$ cat config.mk
export PLATFORM = sky130hd
export DESIGN_NAME = serdes_rr_sched_flat
export DESIGN_NICKNAME = d
export VERILOG_FILES = /design/src/rtl/serdes_rr_sched_if.sv /design/src/rtl/serdes_rr_sched.sv /design/src/flat_wrapper.sv
export SDC_FILE = /design/constraint.sdc
export NUM_CORES = 1
export LEC_CHECK = 0
export BUFFER_PORTS_ARGS = -buffer_cell sky130_fd_sc_hd__clkbuf_2
export CAP_MARGIN = 20
export CORE_MARGIN = 1.5
export CORE_UTILIZATION = 34
export DETAILED_ROUTE_END_ITERATION = 8
export HOLD_SLACK_MARGIN = 0.1
export PLACE_DENSITY = 0.64
export SLEW_MARGIN = 20
export SYNTH_ARGS = -nofsm -noshare
export SYNTH_HDL_FRONTEND = slang
export SYNTH_SLANG_ARGS = --single-unit
export TNS_END_PERCENT = 10
$ cat constraint.sdc
create_clock -name clk -period 4.1 [get_ports clk]
set_clock_uncertainty 0.15 [all_clocks]
set_input_delay 0.41 -clock clk [delete_from_list [all_inputs] [get_ports clk]]
set_output_delay 0.41 -clock clk [all_outputs]
set_load 0.05 [all_outputs]
$ cat src/rtl/serdes_rr_sched_if.sv
// rtl/serdes_rr_sched_if.sv - request, engine and response handshakes of the round-robin scheduler
interface serdes_rr_sched_if #(
  parameter int NREQ   = 4,
  parameter int LANE_W = 2
);
  logic [NREQ-1:0]   req_valid;
  logic [8*NREQ-1:0] req_data;
  logic [NREQ-1:0]   req_ready;

  logic              eng_start;
  logic [7:0]        eng_data;
  logic [LANE_W-1:0] eng_lane;
  logic              eng_done;
  logic [7:0]        eng_result;

  logic              rsp_valid;
  logic [LANE_W-1:0] rsp_lane;
  logic [7:0]        rsp_data;
  logic              rsp_ready;

  modport master (
    input  req_valid, req_data,
    output req_ready,
    output eng_start, eng_data, eng_lane,
    input  eng_done, eng_result,
    output rsp_valid, rsp_lane, rsp_data,
    input  rsp_ready
  );

  modport slave (
    output req_valid, req_data,
    input  req_ready,
    input  eng_start, eng_data, eng_lane,
    output eng_done, eng_result,
    input  rsp_valid, rsp_lane, rsp_data,
    output rsp_ready
  );
endinterface

$ cat src/rtl/serdes_rr_sched.sv
// rtl/serdes_rr_sched.sv - round-robin scheduler sharing one byte engine among NREQ lanes
module serdes_rr_sched #(
  parameter int NREQ    = 4,
  parameter int LANE_W  = 2,
  parameter int TIMEOUT = 64
) (
  input  logic                clk,
  input  logic                rst_n,
  input  logic                ena,
  serdes_rr_sched_if.master   bus,
  output logic                timeout_err,
  output logic                busy
);
  typedef enum logic [1:0] {IDLE, ISSUE, WAIT, RESP} state_t;

  localparam logic [7:0] TIMEOUT_M1 = 8'(TIMEOUT - 1);

  state_t            state_q, state_d;
  logic [LANE_W-1:0] last_grant_q, last_grant_d;
  logic [7:0]        timer_q, timer_d;
  logic              eng_start_q, eng_start_d;
  logic [7:0]        eng_data_q, eng_data_d;
  logic [LANE_W-1:0] eng_lane_q, eng_lane_d;
  logic              rsp_valid_q, rsp_valid_d;
  logic [LANE_W-1:0] rsp_lane_q, rsp_lane_d;
  logic [7:0]        rsp_data_q, rsp_data_d;
  logic              timeout_err_q, timeout_err_d;

  logic              grant_found;
  logic [LANE_W-1:0] grant_lane;
  logic [LANE_W-1:0] scan_idx;
  logic [NREQ-1:0]   grant_oh;
  logic [7:0]        grant_data;
  logic              accept;

  // Scan upward from the lane after the last grant, wrapping, and take the first valid one.
  always_comb begin
    grant_found = 1'b0;
    grant_lane  = '0;
    scan_idx    = '0;
    for (int k = 1; k <= NREQ; k++) begin
      scan_idx = LANE_W'((int'(last_grant_q) + k) % NREQ);
      if (!grant_found && bus.req_valid[scan_idx]) begin
        grant_found = 1'b1;
        grant_lane  = scan_idx;
      end
    end
    grant_oh   = grant_found ? (NREQ'(1) << grant_lane) : '0;
    grant_data = '0;
    for (int i = 0; i < NREQ; i++) begin
      if (grant_lane == LANE_W'(i)) begin
        grant_data = bus.req_data[i*8 +: 8];
      end
    end
  end

  assign accept        = (state_q == IDLE) && ena && grant_found;
  assign bus.req_ready = (rst_n && accept) ? grant_oh : '0;

  always_comb begin
    state_d       = state_q;
    last_grant_d  = last_grant_q;
    timer_d       = timer_q;
    eng_start_d   = 1'b0;
    eng_data_d    = eng_data_q;
    eng_lane_d    = eng_lane_q;
    rsp_valid_d   = rsp_valid_q;
    rsp_lane_d    = rsp_lane_q;
    rsp_data_d    = rsp_data_q;
    timeout_err_d = 1'b0;
    if (!ena) begin
      state_d     = IDLE;
      rsp_valid_d = 1'b0;
    end else begin
      case (state_q)
        IDLE: begin
          if (accept) begin
            eng_data_d   = grant_data;
            eng_lane_d   = grant_lane;
            last_grant_d = grant_lane;
            eng_start_d  = 1'b1;
            state_d      = ISSUE;
          end
        end
        ISSUE: begin
          timer_d = '0;
          state_d = WAIT;
        end
        WAIT: begin
          timer_d = timer_q + 8'd1;
          // A done arriving on the last allowed cycle still counts as success.
          if (bus.eng_done) begin
            rsp_data_d  = bus.eng_result;
            rsp_lane_d  = eng_lane_q;
            rsp_valid_d = 1'b1;
            state_d     = RESP;
          end else if (timer_q == TIMEOUT_M1) begin
            timeout_err_d = 1'b1;
            state_d       = IDLE;
          end
        end
        RESP: begin
          if (bus.rsp_ready) begin
            rsp_valid_d = 1'b0;
            state_d     = IDLE;
          end
        end
        default: state_d = IDLE;
      endcase
    end
  end

  always_ff @(posedge clk or negedge rst_n) begin
    if (!rst_n) begin
      state_q       <= IDLE;
      last_grant_q  <= LANE_W'(NREQ - 1);
      timer_q       <= '0;
      eng_start_q   <= 1'b0;
      eng_data_q    <= '0;
      eng_lane_q    <= '0;
      rsp_valid_q   <= 1'b0;
      rsp_lane_q    <= '0;
      rsp_data_q    <= '0;
      timeout_err_q <= 1'b0;
    end else begin
      state_q       <= state_d;
      last_grant_q  <= last_grant_d;
      timer_q       <= timer_d;
      eng_start_q   <= eng_start_d;
      eng_data_q    <= eng_data_d;
      eng_lane_q    <= eng_lane_d;
      rsp_valid_q   <= rsp_valid_d;
      rsp_lane_q    <= rsp_lane_d;
      rsp_data_q    <= rsp_data_d;
      timeout_err_q <= timeout_err_d;
    end
  end

  assign bus.eng_start = eng_start_q;
  assign bus.eng_data  = eng_data_q;
  assign bus.eng_lane  = eng_lane_q;
  assign bus.rsp_valid = rsp_valid_q;
  assign bus.rsp_lane  = rsp_lane_q;
  assign bus.rsp_data  = rsp_data_q;
  assign timeout_err   = timeout_err_q;
  assign busy          = (state_q != IDLE);
endmodule

$ cat src/flat_wrapper.sv
// flat-port wrapper written by rule: the top's interface ports become plain ports
module serdes_rr_sched_flat 
#(
  parameter int NREQ    = 4,
  parameter int LANE_W  = 2,
  parameter int TIMEOUT = 64
)
  (clk, rst_n, ena, timeout_err, busy, bus_req_valid, bus_req_data, bus_req_ready, bus_eng_start, bus_eng_data, bus_eng_lane, bus_eng_done, bus_eng_result, bus_rsp_valid, bus_rsp_lane, bus_rsp_data, bus_rsp_ready);
  serdes_rr_sched_if #(.NREQ(NREQ), .LANE_W(LANE_W)) bus_i ();
  input  logic clk;
  input  logic rst_n;
  input  logic ena;
  output logic timeout_err;
  output logic busy;
  input wire logic [$bits(bus_i.req_valid)-1:0] bus_req_valid;
  input wire logic [$bits(bus_i.req_data)-1:0] bus_req_data;
  output wire logic [$bits(bus_i.req_ready)-1:0] bus_req_ready;
  output wire logic [$bits(bus_i.eng_start)-1:0] bus_eng_start;
  output wire logic [$bits(bus_i.eng_data)-1:0] bus_eng_data;
  output wire logic [$bits(bus_i.eng_lane)-1:0] bus_eng_lane;
  input wire logic [$bits(bus_i.eng_done)-1:0] bus_eng_done;
  input wire logic [$bits(bus_i.eng_result)-1:0] bus_eng_result;
  output wire logic [$bits(bus_i.rsp_valid)-1:0] bus_rsp_valid;
  output wire logic [$bits(bus_i.rsp_lane)-1:0] bus_rsp_lane;
  output wire logic [$bits(bus_i.rsp_data)-1:0] bus_rsp_data;
  input wire logic [$bits(bus_i.rsp_ready)-1:0] bus_rsp_ready;
  assign bus_i.req_valid = bus_req_valid;
  assign bus_i.req_data = bus_req_data;
  assign bus_req_ready = bus_i.req_ready;
  assign bus_eng_start = bus_i.eng_start;
  assign bus_eng_data = bus_i.eng_data;
  assign bus_eng_lane = bus_i.eng_lane;
  assign bus_i.eng_done = bus_eng_done;
  assign bus_i.eng_result = bus_eng_result;
  assign bus_rsp_valid = bus_i.rsp_valid;
  assign bus_rsp_lane = bus_i.rsp_lane;
  assign bus_rsp_data = bus_i.rsp_data;
  assign bus_i.rsp_ready = bus_rsp_ready;
  serdes_rr_sched #(.NREQ(NREQ), .LANE_W(LANE_W), .TIMEOUT(TIMEOUT)) u_core (.clk(clk), .rst_n(rst_n), .ena(ena), .bus(bus_i), .timeout_err(timeout_err), .busy(busy));
endmodule
Word-level counts from Yosys, hierarchy flattened. Cells that the tools add are included.

Register bits after elaboration: 35. Input bits: 49. Output and inout bits: 28. Word-level logic and storage cells: 90.

$add $sub $neg: 5. $lt $le $gt $ge: 4. Eq/ne operators: 12. Shift-type cells: 1. Multiplexer cells: 40. Reduce and logical (&&, ||, !) cells: 18.

Operators by type and width (number): 8-bit 2-to-1 mux (4); 1-bit 2-to-1 mux (18); 2-bit 2-to-1 mux (9); 8-bit case mux with 2 select lines (1); 2-bit by 3-bit less-than comparator with 1-bit output (second input constant) (4); 3-bit AND reduction (4); 8-bit by 1-bit adder with 8-bit output (second input constant) (1); 1-bit binary-select mux with 2-bit select (4); 2-bit == test (second input constant) (4); 8-bit by 6-bit == test with 1-bit output (second input constant) (1); 4-bit 2-to-1 mux (2); 2-bit case mux with 4 select lines (1); 1-bit logical AND (6); 3-bit != test (second input constant) (2); 2-bit by 1-bit adder with 2-bit output (second input constant) (2); 2-bit adder (second input constant) (2); 2-bit by 1-bit == test with 1-bit output (second input constant) (2); 2-bit zero test (2); 4-bit by 3-bit != test with 1-bit output (second input constant) (1); 2-bit nonzero test (2); 1-bit by 2-bit << shifter with 4-bit output (first input constant) (1); 1-bit zero test (3); 3-bit by 1-bit != test with 1-bit output (second input constant) (1); 3-bit by 2-bit != test with 1-bit output (second input constant) (1); other kinds (2) (2).

Longest topological paths before layout.
Depth after elaboration: 18. Mapped depth: 8. Depth with buffers taken out: 7.

Worst setup path after synthesis. No wires, ideal clock.

Path kind: flip-flop to output port. From: reg u_core.last_grant_q[1]. To: out bus_req_ready[0]. Arrival: 2.084 ns. Required time: 3.540 ns. Slack: 1.456 ns. Cell stages (with the launch flop): 7. Path buffers: 2. Cells stage by stage: dfstp_2 buf_6 mux2i_4 a2bb2oi_4 nand2_4 buf_4 nor2_1.

Word-level cells in the longest chain between the ends: 16. Elaborated cells on any way between the ends: 31. Those cells by class: 4 x add/sub; 1 x shift; 18 x mux; 8 x reduce/logical.

Ends and longest elaborated chain: start: declaration (RTL line serdes_rr_sched.sv:19) `logic [LANE_W-1:0] last_grant_q, last_grant_d;`; start signal: assignment (RTL line serdes_rr_sched.sv:116) `last_grant_q <= LANE_W'(NREQ - 1);`; start signal: assignment (RTL line serdes_rr_sched.sv:127) `last_grant_q <= last_grant_d;`; 2-bit by 1-bit adder with 2-bit output (RTL line serdes_rr_sched.sv:42) `scan_idx = LANE_W'((int'(last_grant_q) + k) % NREQ);`; 1-bit binary-select mux with 2-bit select (RTL line serdes_rr_sched.sv:43) `if (!grant_found && bus.req_valid[scan_idx]) begin`; 1-bit 2-to-1 mux (not written as such) (RTL line serdes_rr_sched.sv:43); 1-bit 2-to-1 mux (RTL line serdes_rr_sched.sv:43); 1-bit zero test (RTL line serdes_rr_sched.sv:43); 1-bit logical AND (RTL line serdes_rr_sched.sv:43); 1-bit 2-to-1 mux (RTL line serdes_rr_sched.sv:43); 1-bit zero test (RTL line serdes_rr_sched.sv:43); 1-bit logical AND (RTL line serdes_rr_sched.sv:43); 1-bit 2-to-1 mux (RTL line serdes_rr_sched.sv:43); 1-bit zero test (RTL line serdes_rr_sched.sv:43); 1-bit logical AND (RTL line serdes_rr_sched.sv:43); 2-bit 2-to-1 mux / 1-bit 2-to-1 mux (equally long branches) (RTL line serdes_rr_sched.sv:43); 1-bit by 2-bit << shifter with 4-bit output / 1-bit logical AND (equally long branches) (RTL line serdes_rr_sched.sv:48, serdes_rr_sched.sv:57); 4-bit 2-to-1 mux / 1-bit logical AND (equally long branches) (RTL line serdes_rr_sched.sv:48, serdes_rr_sched.sv:58); 4-bit 2-to-1 mux (*) (RTL line serdes_rr_sched.sv:58) `assign bus.req_ready = (rst_n && accept) ? grant_oh : '0;`; end: declaration (RTL line flat_wrapper.sv:17) `output wire logic [$bits(bus_i.req_ready)-1:0] bus_req_ready;`.

Every way passes the cells marked *; elsewhere a longest branch is shown, timed or not. The select of a mux whose other input is x is not followed.

Worst setup path after layout. Ends and elaborated chain as after synthesis.

==> flow_summary.yaml <==
grt:
  use_met1_pct: 19.6
  grt_first_pass_wirelength_mm: 7.41
  grt_start_max_net_pins: 37
  use_met2_pct: 26.0
  top_usage_layer: "met2"
  track_usage_pct: 15.6
  grt_pass1_vias: 1598
  met3_usage_pct: 4.42
  grt_antenna_before_repair: 0
  grt_overflow: 0
power_and_ir_drop:
  clockPowerShare_pct: 16.6
  power_frac_comb_pct: 52.4
  finalPower_uw: 1870
  seqPwrFrac_pct: 30.9
  p_per_area_nw_per_um2: 758
  p_leak_uw: 0.00122
  p_int_uw: 960
  swShare_pct: 48.7
  p_sw_uw: 912
  peakVddDrop_v: 0.000376
sta:
  fmax_mhz: 373
  min_period_over_period_pct: 65.4
  rsz0062_at_grt: "false"
  final.setup.tns_ps: 0
  setup_viol: 0
  fin_crit_ps: 2680
  slew_headroom_pct: 58.6
  worst_pin_slew_ps: 619
  hold_viol: 0
  maxSlewViolCount: 0
cts:
  cts_setup_buffers: 0
  cts-root-buf: "clkbuf_8"
  cts.sinks: 35
  clk_pin_slew_ps: 80
  clock_latency_ps: 290
  cts_resized: 0
  tritoncts: "yes"
  clockBufferDepth: 2
  numCtsBuffers: 5
  cts_hold_buffers: 1
  h-tree-depth: 2
synthesis:
  synth_fp_nets: 237
  synth-warning-count: 0
  netlist_area_um2: 1920
  synth-seq-cells: 35
  synth.distinct_cells: 48
  avgSynthCellArea_um2: 10.4
  synth-edff-count: 0
  yosysSeqAreaShare_pct: 45.8
  async_reset_ff_share_pct: 100
  netlist_instances: 184
  synth_ff_type: "dfrtp_1"
route:
  drtAntennaViolNets: 0
  first_pass_iters: 4
  post_drt_via_cell_ratio: 4.98
  post_drt_wl_per_cell_um: 13.4
  routed_wl_mm: 4.47
  first_iter_violations: 81
  vias: 1664
  drcViolationCount: 0
floorplan:
  pin_count: 77
  dieWidth_um: 78.1
  rows: 27
  dieArea_um2: 6100
  die_y_um: 78.1
  start_util_pct: 35.0
  core_area_um2: 5470
worst_hold_path:
  hp-class: "input pin to flip-flop"
  hold_depth: 2
  hold_end: "u_core.bus.rsp_data[1]"
  hold_start: "bus_eng_result[1]"
finish:
  final_cell_mix: "76 x clkbuf_2, 33 x dfrtp_1, 18 x nor2_1"
  areaGrowthSynthToFinish_pct: 28.7
  fill_cells: 543
  nNetsFinal: 314
  num_antenna_cells: 0
  drive_gt1_share_pct: 42.4
  mostFrequentLayoutCell: "clkbuf_2"
  stdcell_count: 334
critical_path:
  end_kind: "output port"
  rrSetupSlack_ps: 1780
  crit_arrival_ps: 2120
  startpoint_type: "flip-flop"
  r2r_start: "u_core.last_grant_q[1]"
  criticalPathCategory: "flip-flop to output port"
  cp.required_ps: 3540
  reg2reg_to: "u_core.bus.eng_data[1]"
  crit_fanout: 15
  reg2reg_depth: 5
run:
  maxCapViolations: 0
placed_design:
  dp_cells: 325
  gp_congestion: 0.794
  dp_hpwl_mm: 3.39
  port_buffers: 76
outcome:
  status: "finished, final reports clean"
[routing by layer]
metal | wire length [um] | up-vias
met5 | 0 | -
met4 | 57 | 0
met3 | 364 | 6
met2 | 2010 | 71
met1 | 2040 | 763
li1 | - | 824
[layout make-up]
class                      instances  area (um^2)  share of cell area [%]
timing repair buffer              78          398                    16.1
tap                               72         90.1                    3.65
inverter                           6         22.5                   0.912
sequential                        35          878                    35.6
clock inverter                     3         43.8                    1.77
multi-input combinational        135          967                    39.2
clock buffer                       5         68.8                    2.79
[power groups by stage]
stage	clock, uW	combinational, uW	sequential, uW
floorplan	0	438	917
global placement	0	976	583
detailed placement	0	984	585
CTS	320	987	580
global route	337	1050	598
finish	312	981	579
[worst max path at each step]
stage               slack, ps                   start  cells after the start               end
floorplan                1460  u_core.last_grant_q[1]                      6  bus_req_ready[0]
global placement         1770        bus_req_valid[3]                      7  bus_req_ready[1]
CTS                      1400  u_core.last_grant_q[1]                      5  bus_req_ready[0]
global route             1260  u_core.last_grant_q[1]                      5  bus_req_ready[1]
finish                   1420  u_core.last_grant_q[1]                      5  bus_req_ready[0]
detailed placement       1720  u_core.last_grant_q[1]                      5  bus_req_ready[0]
[cell usage after synthesis (2+ instances only)]
cell type  number  share of area [%]
nor2b_1         3               0.98
mux2_4          3                2.3
dfrtp_1        33                 43
o21ai_0         7                1.8
nand2_1        15                2.9
ha_1            4                2.6
nand3_1        10                2.6
a211oi_1       10                3.9
and3_1          5                1.6
o31ai_1         4                1.6
buf_6           2                1.2
a31oi_1         4                1.3
clkbuf_1        3               0.59
a221o_1         3                1.6
a21oi_1         7                1.8
a21o_1          3                1.2
inv_1           5               0.98
dfstp_2         2                2.7
nor2_1         18                3.5
mux2_2         11                6.5
mux2i_1         5                2.6
[flip-flops by register name, summed over array words and instances, names as in the netlist]
name	flops
u_core.bus.eng_data	8
u_core.bus.eng_lane	2
u_core.last_grant_q	2
u_core.bus.eng_start	1
u_core.timeout_err	1
u_core.bus.rsp_data	8
u_core.timer_q	8
u_core.bus.rsp_valid	1
u_core.bus.rsp_lane	2
u_core.state_q	2
[logic make-up (layout without fill, tap and decap cells)]
kind of cell,count (synthesis),after routing,synth area share [%]
xor gates and xnor gates,2,2,0.913
adders and majority gates,4,4,2.61
buffers and inverters,14,92,3.78
DFF,35,35,45.8
and+or+nand+nor,64,64,17.1
muxes,20,20,12.6
AOI/OAI and AO/OA,45,45,17.2
[per-stage QoR]
stage / utilization, % / hold slack (ps) / area (um^2) / worst slack, ps
floorplan: - / -35.6 / 1920 / 1460
global route: 45.1 / 188 / 2470 / 1260
detailed placement: 42.9 / 342 / 2350 / 1720
finish: 45.1 / 193 / 2470 / 1420
CTS: 45.1 / 187 / 2470 / 1400
global placement: 42.9 / 335 / 2350 / 1770
[worst max-delay path, cell delays in order (launching register included)]
cell	delay (ps)
dfstp_2	640
mux2i_4	290
a2bb2oi_4	270
nand2_4	190
nor2_1	150
clkbuf_2	280
Power figures use the tool's default switching activity.
